File: src/rtl/tile_hit_judge.sv
// Judges lane-button presses against the bottom-most tile and runs the IDLE/PLAY/OVER game FSM.
// Optional miss allowance (lives counter) enabled by defining TILE_JUDGE_LIVES_EN.
module tile_hit_judge #(
    parameter int unsigned LIVES_INIT = 3
) (
    input  logic       clock,
    input  logic       reset,
    input  logic       startn,
    input  logic [3:0] key_n,
    input  logic       tile_valid,
    input  logic [1:0] tile_lane,
    input  logic       tile_in_zone,
    input  logic       tile_passed,
    output logic       increment,
    output logic       tile_clear,
    output logic       miss,
    output logic       game_over,
    output logic [6:0] current_state,
    output logic [1:0] lives
);

    if (LIVES_INIT < 1 || LIVES_INIT > 3) begin : gen_lives_init_check
        $error("tile_hit_judge: LIVES_INIT must be in 1..3");
    end

    typedef enum logic [1:0] {
        StIdle = 2'd0,
        StPlay = 2'd1,
        StOver = 2'd2
    } state_e;

    state_e state_q, state_d;

    logic       start_s1_q, start_s2_q, start_prev_q;
    logic       start_press_q, start_rel_q;
    logic [3:0] key_s1_q, key_s2_q, key_prev_q;
    logic [3:0] key_press_q;

    // Synchronizers and edge detectors idle in the released (high) state.
    always_ff @(posedge clock or posedge reset) begin
        if (reset) begin
            start_s1_q    <= 1'b1;
            start_s2_q    <= 1'b1;
            start_prev_q  <= 1'b1;
            start_press_q <= 1'b0;
            start_rel_q   <= 1'b0;
            key_s1_q      <= 4'hF;
            key_s2_q      <= 4'hF;
            key_prev_q    <= 4'hF;
            key_press_q   <= 4'h0;
        end else begin
            start_s1_q    <= startn;
            start_s2_q    <= start_s1_q;
            start_prev_q  <= start_s2_q;
            start_press_q <= start_prev_q & ~start_s2_q;
            start_rel_q   <= ~start_prev_q & start_s2_q;
            key_s1_q      <= key_n;
            key_s2_q      <= key_s1_q;
            key_prev_q    <= key_s2_q;
            key_press_q   <= key_prev_q & ~key_s2_q;
        end
    end

    logic in_play;
    logic hit;
    logic miss_ev;
    logic last_life;

    // A hit needs exactly the tile's lane pressed; a coincident tile_passed folds into it.
    always_comb begin
        in_play = (state_q == StPlay);
        hit     = in_play && tile_valid && tile_in_zone &&
                  (key_press_q == (4'b0001 << tile_lane));
        miss_ev = in_play && !hit && ((|key_press_q) || tile_passed);
    end

`ifdef TILE_JUDGE_LIVES_EN
    localparam logic [1:0] LivesLoad = 2'(LIVES_INIT);

    logic [1:0] lives_q, lives_d;

    assign last_life = (lives_q <= 2'd1);

    always_comb begin
        lives_d = lives_q;
        if (state_q == StIdle && state_d == StPlay) begin
            lives_d = LivesLoad;
        end else if (miss_ev && lives_q != 2'd0) begin
            lives_d = lives_q - 2'd1;
        end
    end

    always_ff @(posedge clock or posedge reset) begin
        if (reset) begin
            lives_q <= LivesLoad;
        end else begin
            lives_q <= lives_d;
        end
    end

    assign lives = lives_q;
`else
    assign last_life = 1'b1;
    assign lives     = 2'd0;
`endif

    always_comb begin
        state_d = state_q;
        unique case (state_q)
            StIdle:  if (start_rel_q) state_d = StPlay;
            StPlay:  if (miss_ev && last_life) state_d = StOver;
            StOver:  if (start_press_q) state_d = StIdle;
            default: state_d = StIdle;
        endcase
    end

    logic inc_q, clr_q, miss_q;

    always_ff @(posedge clock or posedge reset) begin
        if (reset) begin
            state_q <= StIdle;
            inc_q   <= 1'b0;
            clr_q   <= 1'b0;
            miss_q  <= 1'b0;
        end else begin
            state_q <= state_d;
            inc_q   <= hit;
            clr_q   <= hit;
            miss_q  <= miss_ev;
        end
    end

    assign increment     = inc_q;
    assign tile_clear    = clr_q;
    assign miss          = miss_q;
    assign game_over     = (state_q == StOver);
    assign current_state = {5'b00000, state_q};

endmodule

File: config.mk
export PLATFORM = sky130hd
export DESIGN_NAME = tile_hit_judge
export DESIGN_NICKNAME = d
export VERILOG_FILES = /design/src/rtl/tile_hit_judge.sv
export SDC_FILE = /design/constraint.sdc
export NUM_CORES = 1
export LEC_CHECK = 0
export CELL_PAD_IN_SITES_DETAIL_PLACEMENT = 1
export CELL_PAD_IN_SITES_GLOBAL_PLACEMENT = 2
export CORE_UTILIZATION = 27
export DETAILED_ROUTE_END_ITERATION = 8
export PLACE_DENSITY = 0.84
export SLEW_MARGIN = 20
export SYNTH_ARGS = -nofsm -noshare
export SYNTH_HDL_FRONTEND = slang
export SYNTH_SLANG_ARGS = --single-unit
File: constraint.sdc
create_clock -name clock -period 1.4 [get_ports clock]
set_clock_uncertainty 0.05 [all_clocks]
set_input_delay 0.28 -clock clock [delete_from_list [all_inputs] [get_ports clock]]
set_output_delay 0.28 -clock clock [all_outputs]
set_load 0.01 [all_outputs]
==> results by group, run 1 <==
Global routing
  – Vias in the first global route: 571
  – Antenna violations before repair: 0
  – Pin count of the biggest net entering global routing: 26
  – Total global-route track usage: 0.100
  – First-pass GRT wire length: 2.57 mm
  – Total congestion overflow: 0

STA
  – Fin Hold WS: ~0.27 ns
  – Tcrit/Tclk final: 1.04
  – Final worst slack: -0.0585 ns
  – Fin crit period: roughly 1.5 ns
  – # setup viols final: 4
  – Final Hold Fails: 0
  – FMAX: around 690 MHz
  – RSZ-0062 raised after global routing: yes
  – Max-slew violation count: 0

Floorplan
  – IO Pins: 25
  – Core Box Area: approximately 0.0031 mm^2
  – Die H: 59.4 um
  – Die area: 0.00352 mm^2
  – Row cnt: 20
  – Starting Density: 0.289
  – Die width: slightly below 60 um

Place
  – DP Wirelength: about 1.0 mm
  – Post-placement setup slack: -0.412 ns
  – # port buffers: 17
  – Routability cong.: 0.696
  – DP Cell Count: 129

Synth
  – Simple-gate share of the synthesized area: 0.155
  – Ranking of synthesized cells by area: dfstp_2, dfrtp_1, buf_4, nor2b_1, nor2_1
  – Xor and xnor area share after synthesis: 0
  – Top FF cell, synth: dfstp_2
  – Number of synthesized flops with an enable pin: 0
  – Yosys top cell by area: dfstp_2
  – Distinct cells, synth: 20
  – Post-synthesis compound-gate area fraction: 0.0437
  – Seq/Total Area, Yosys: 0.725
  – Synth Area in Adders: 0
  – Post-Syn Area: 888 um^2
  – Post-synthesis mux area share: 0
  – Largest family of logic cells by synthesized area: simple AND/OR/NAND/NOR gates
  – Instance count of the mapped netlist: 64
  – Syn avg cell area: 13.9 um^2
  – Synth Register Bits: 25
  – Most numerous cell in the Yosys netlist: dfstp_2
  – Synth top cells by count: dfstp_2, dfrtp_1, buf_4
  – Top cell type's share of synthesized area: 0.444
  – Asr flop ratio synth: 1.00
  – Synth warn: 0

Final layout
  – Fin nets: 107
  – Antenna diodes: 0
  – Filler Cells Inserted: 336
  – Layout cell share with drive strength beyond 1: 0.404
  – Finished Layout Cells: roughly 140
  – Area growth from synthesis to layout: 35.8%

CTS
  – CTS root buf: clkbuf_4
  – Clock tree sinks: 25
  – Cts hold-fix bufs: 0
  – Clock buffer depth: 2
  – Clock-pin slew on the worst setup and hold paths: 0.14 ns
  – CTS tree: yes
  – Total CTS buffers: 3
  – Max H-tree Level: 1
  – Worst-Skew Late Latency: 0.31 ns

Hold path
  – Hold/Removal Path Class: primary input to async pin

Critical path
  – Worst setup SP type: register
  – Setup CP Type: register to register
  – Critical path data arrival time: 1.62 ns
  – Reg2reg path depth: 4
  – Critical path endpoint category: register
  – Critical Path Fanout Max: 4
  – Worst path required time: 1.56 ns

Status
  – Status: complete, but fails checks
  – Failing checks: negative setup slack

Drt
  – TritonRoute pass-1 iters: 3
  – Total wire length: 1.45 mm
  – Vias per std cell: 3.94
  – DR iter-0 viols: 4
  – Remaining antenna violation count: 0
  – Wire length per cell after detailed routing: 10.5 um
  – Vias: 544
  – Residual DRC count: 0

Power and ir drop
  – Worst IR drop on VDD: about 0.6 mV
  – Power Density: 1320 mW/mm^2
  – LEAKAGE: 0.000542 uW

Flow run
  – Max-cap violation count: 0
## state kept, by name, summed over array words and instances (netlist names), 2 cells and up
name / cells
key_press_q: 4
key_prev_q: 4
key_s1_q: 4
key_s2_q: 4
state_q: 2
## layout by cell type (no fill, tap or decap), drive strengths merged, types with 2 or more instances in the layout
master / instances
clkbuf: 3
nand2: 2
dlygate4sd2: 4
buf: 14
dfstp: 15
clkdlybuf4s50: 10
conb: 7
nor2b: 7
dfrtp: 10
nand2b: 3
nor2: 6
## per-stage QoR
stage / setup TNS, ns / power [uW] / util / area [um^2]
2_1_floorplan: 0 / 1010 / - / 911
3_3_place_gp: -1.34 / 1230 / 0.364 / 1120
3_5_place_dp: -1.49 / 1240 / 0.364 / 1120
4_1_cts: -0.108 / 1600 / 0.384 / 1180
5_1_grt: -0.309 / 1700 / 0.392 / 1210
6_report: -0.141 / 1600 / 0.392 / 1210
## worst max-delay path: stages (launching register included)
cell,delay [ns]
dfrtp_1,0.42
or4bb_1,0.54
nand3_2,0.09
o311a_4,0.21
o31ai_1,0.07
## final cells by class
class	count	area, um^2	area share
Multi-Input combinational cell	36	230	0.191
Tap cell	44	55.1	0.0456
Timing Repair Buffer	28	243	0.201
Sequential cell	25	644	0.534
Inverter	1	3.75	0.00311
Clock inverter	1	7.51	0.00622
Clock buffer	3	22.5	0.0187
## cell families after synthesis
group	after synthesis
AO/OA/AOI/OAI	5
AND/OR/NAND/NOR	24
buffers and inverters	9
other	1
flip-flops	25
## final timing paths
check	startpoint	end	slack, ns
max	key_press_q[3]	state_q[1]	-0.06
min	reset	start_press_q	0.27
max reg2reg	key_press_q[3]	state_q[1]	-0.06
min reg2reg	key_s1_q[2]	key_s2_q[2]	0.32
max in group asynchronous	reset	key_s2_q[3]	0.73
min in group clock	startn	start_s1_q	0.31
## report_power, final
part	total [uW]	internal, uW	switching [uW]
registers	840	807	33.2
clock network	309	109	200
logic	449	268	181
## routing by layer
layer  track usage  vias up  routed length, um
li1              -      254                  -
met2         0.173       13                800
met4        0.0408        0                  9
met1         0.116      275                567
met5             0        -                  0
met3        0.0284        2                 71
## what timing repair did
action,CTS,global route
pin swaps,1,1
endpoints found under the setup margin,9,4
hold endpoints to repair,0,0
resized for setup,21,2
setup buffers,3,2
(Power assumes the default switching activity.)
==> run 2: changes to the inputs <==
--- a/config.mk
+++ b/config.mk
@@ -7,9 +7,11 @@
 export LEC_CHECK = 0
 export CELL_PAD_IN_SITES_DETAIL_PLACEMENT = 1
 export CELL_PAD_IN_SITES_GLOBAL_PLACEMENT = 2
-export CORE_UTILIZATION = 27
+export CORE_UTILIZATION = 30
 export DETAILED_ROUTE_END_ITERATION = 8
-export PLACE_DENSITY = 0.84
+export DONT_BUFFER_PORTS = 1
+export GPL_ROUTABILITY_DRIVEN = 0
+export PLACE_DENSITY = 0.74
 export SLEW_MARGIN = 20
 export SYNTH_ARGS = -nofsm -noshare
 export SYNTH_HDL_FRONTEND = slang
==> run 2 against run 1 <==
- largest power group unchanged
- power is 9.9% lower
- critical path type unchanged
- register-to-register slack improved by 0.02 ns
- via count fell by 13%
- the flow still finishes with violations (negative setup slack)
- largest cell class unchanged
- non-clock buffer count down 18
==> results by group, run 2 (synthesized netlist as in run 1, its figures left out) <==
Status
  – Status: complete, but fails checks
  – Failing checks: negative setup slack

Final layout
  – Finished Layout Cells: 107 (-22%)
  – Layout cell share with drive strength beyond 1: 0.382 (-0.0227)
  – Antenna diodes: 0 (unchanged)
  – Fin nets: 89 (-17%)
  – Cell area after layout: 0.00104 mm^2 (-14%)
  – Most frequent cells in the layout: dfstp_2, dfrtp_1, conb_1
  – Most common cell after layout, fill and taps aside: dfstp_2
  – Area growth from synthesis to layout: 17.2%

Drt
  – Vias per std cell: 4.40 (+12%)
  – Total wire length: 1.23 mm (-15%)
  – DR iter-0 viols: 11 (+7)
  – TritonRoute pass-1 iters: 2 (-1)
  – Residual DRC count: 0 (unchanged)
  – Vias: 471 (-13%)
  – Remaining antenna violation count: 0 (unchanged)
  – Wire length per cell after detailed routing: 11.5 um (+9.8%)

Floorplan
  – Die width: 56.4 um (-5.0%)
  – Starting Density: 0.319 (+0.0308)
  – Die H: 56.4 um (-5.0%)
  – Row cnt: 19 (-5.0%)
  – Core Box Area: 0.00278 mm^2 (-9.6%)
  – IO Pins: 25 (unchanged)
  – Die area: 0.00318 mm^2 (-9.7%)

Hold path
  – Hold/Removal Path Class: primary input to register

STA
  – Tcrit/Tclk final: 1.03 (-0.0119)
  – Fin crit period: 1.44 ns (-0.0166 ns)
  – FMAX: 694 MHz (+1.2%)
  – RSZ-0062 raised after global routing: yes
  – # setup viols final: 3 (-1)
  – Final Hold Fails: 0 (unchanged)
  – Max-slew violation count: 0 (unchanged)
  – Final worst slack: -0.0419 ns (+0.0166 ns)

Place
  – DP Wirelength: 842 um (-20%)
  – DP Cell Count: 96 (-26%)
  – DP Area: 912 um^2 (-19%)
  – # port buffers: 0 (-17)

Critical path
  – Worst setup SP type: register
  – Setup CP Type: register to register
  – Critical path endpoint category: register
  – Critical path data arrival time: 1.65 ns (+0.03 ns)
  – Worst-path cell chain: or4bb_1, nand3_2, o311a_4, o21a_1
  – Slowest-stage cell, CP: or4bb_1
  – Critical Path Fanout Max: 4 (unchanged)
  – Buffers & Inverters on Critical Path: 0 (unchanged)
  – Worst path required time: 1.61 ns (+0.05 ns)
  – Crit path largest cell delay: 0.50 ns (-0.04 ns)
  – CP delay by family, top: simple AND/OR/NAND/NOR gates

Power and ir drop
  – Pint: 1060 uW (-11%)
  – Switching pwr: 382 uW (-7.7%)
  – Worst IR drop on VDD: 1.13 mV (+87%)
  – Power Density: 1380 mW/mm^2 (+4.4%)
  – Combinational power share: 0.200 (-0.081)
  – Seq pwr share: 0.584 (+0.058)
  – Clk pwr share: 0.216 (+0.023)
  – Power Total: 1440 uW (-9.9%)
  – LEAKAGE: 0.000453 uW (-16%)
  – Switching part of the total power: 0.266 (+0.00637)

CTS
  – Clock tree sinks: 25 (unchanged)
  – CTS tree: yes
  – Worst-Skew Late Latency: 0.31 ns (about the same)
  – Clock-pin slew on the worst setup and hold paths: 0.12 ns (-0.02 ns)
  – Clock buffer depth: 2 (unchanged)
  – CTS root buf: clkbuf_4
  – Total CTS buffers: 3 (unchanged)
  – Max H-tree Level: 1 (unchanged)

Global routing
  – Antenna violations before repair: 0 (unchanged)
  – First-pass GRT wire length: 2.13 mm (-17%)
  – Pin count of the biggest net entering global routing: 26 (unchanged)
  – Total congestion overflow: 0 (unchanged)
  – Total global-route track usage: 0.0911 (-0.00910)
  – Vias in the first global route: 516 (-9.6%)

Flow run
  – Max-cap violation count: 0 (unchanged)
-- run 2: through the flow --
stage | setup WS (ns) | hold slack (ns) | TNS [ns] | util
detailed placement | -0.0297 | 0.186 | -0.0339 | 0.328
global placement | 0.0256 | 0.177 | 0 | 0.328
floorplan | 0.0633 | 0.234 | 0 | -
finish | -0.0419 | 0.152 | -0.108 | 0.374
global route | -0.0689 | 0.131 | -0.186 | 0.374
CTS | -0.0443 | 0.128 | -0.110 | 0.370
-- run 2: routing by layer --
layer	GRT usage	vias to the layer above	wire length, um
met3	0.0576	0	122
met4	0.0209	0	0
li1	-	217	-
met5	0	-	0
met1	0.0886	232	479
met2	0.162	22	631
-- run 2: cell type report --
class | instances | area (um^2)
clock inverter | 1 | 6.26
multi-input combinational | 36 | 235
sequential | 25 | 644
tap | 31 | 38.8
fill | 299 | 1740
inverter | 1 | 3.75
timing repair buffer | 10 | 90.1
clock buffer | 3 | 22.5
-- run 2: final timing paths --
| kind | startpoint | to | slack (ns) | cells past startpoint |
|---|---|---|---|---|
| worst min-delay path | tile_passed | miss | 0.15 | 2 |
| worst max-delay path | key_press_q[3] | state_q[0] | -0.04 | 4 |
| max in group asynchronous | reset | key_prev_q[2] | 0.63 | 3 |
| min in group asynchronous | reset | key_press_q[1] | 0.40 | 3 |
| worst min register to register | key_s1_q[0] | key_s2_q[0] | 0.31 | 0 |
| worst max register to register | key_press_q[3] | state_q[0] | -0.04 | 4 |
-- run 2: repair_timing --
item / 4_1_cts / 5_1_grt
setup endpoints to repair: 4 / 4
setup buffers: 0 / 1
endpoints found under the hold margin: 15 / 0
gates cloned: 0 / 0
hold buffers: 6 / 0
resized for setup: 5 / 1
-- run 2: worst reg2reg max path, delay by kind of cell, from the launching register on --
family             cells  cell delay [ns]
and+or+nand+nor        2             0.58
DFF                    1             0.42
AOI/OAI and AO/OA      2             0.35
-- run 2: power by group through the flow --
stage / Combinational [uW] / Sequential (uW) / Clock [uW]
3_3_place_gp: 208 / 852 / 0
2_1_floorplan: 134 / 873 / 0
4_1_cts: 267 / 843 / 334
6_report: 287 / 841 / 311
3_5_place_dp: 217 / 856 / 0
5_1_grt: 316 / 848 / 366
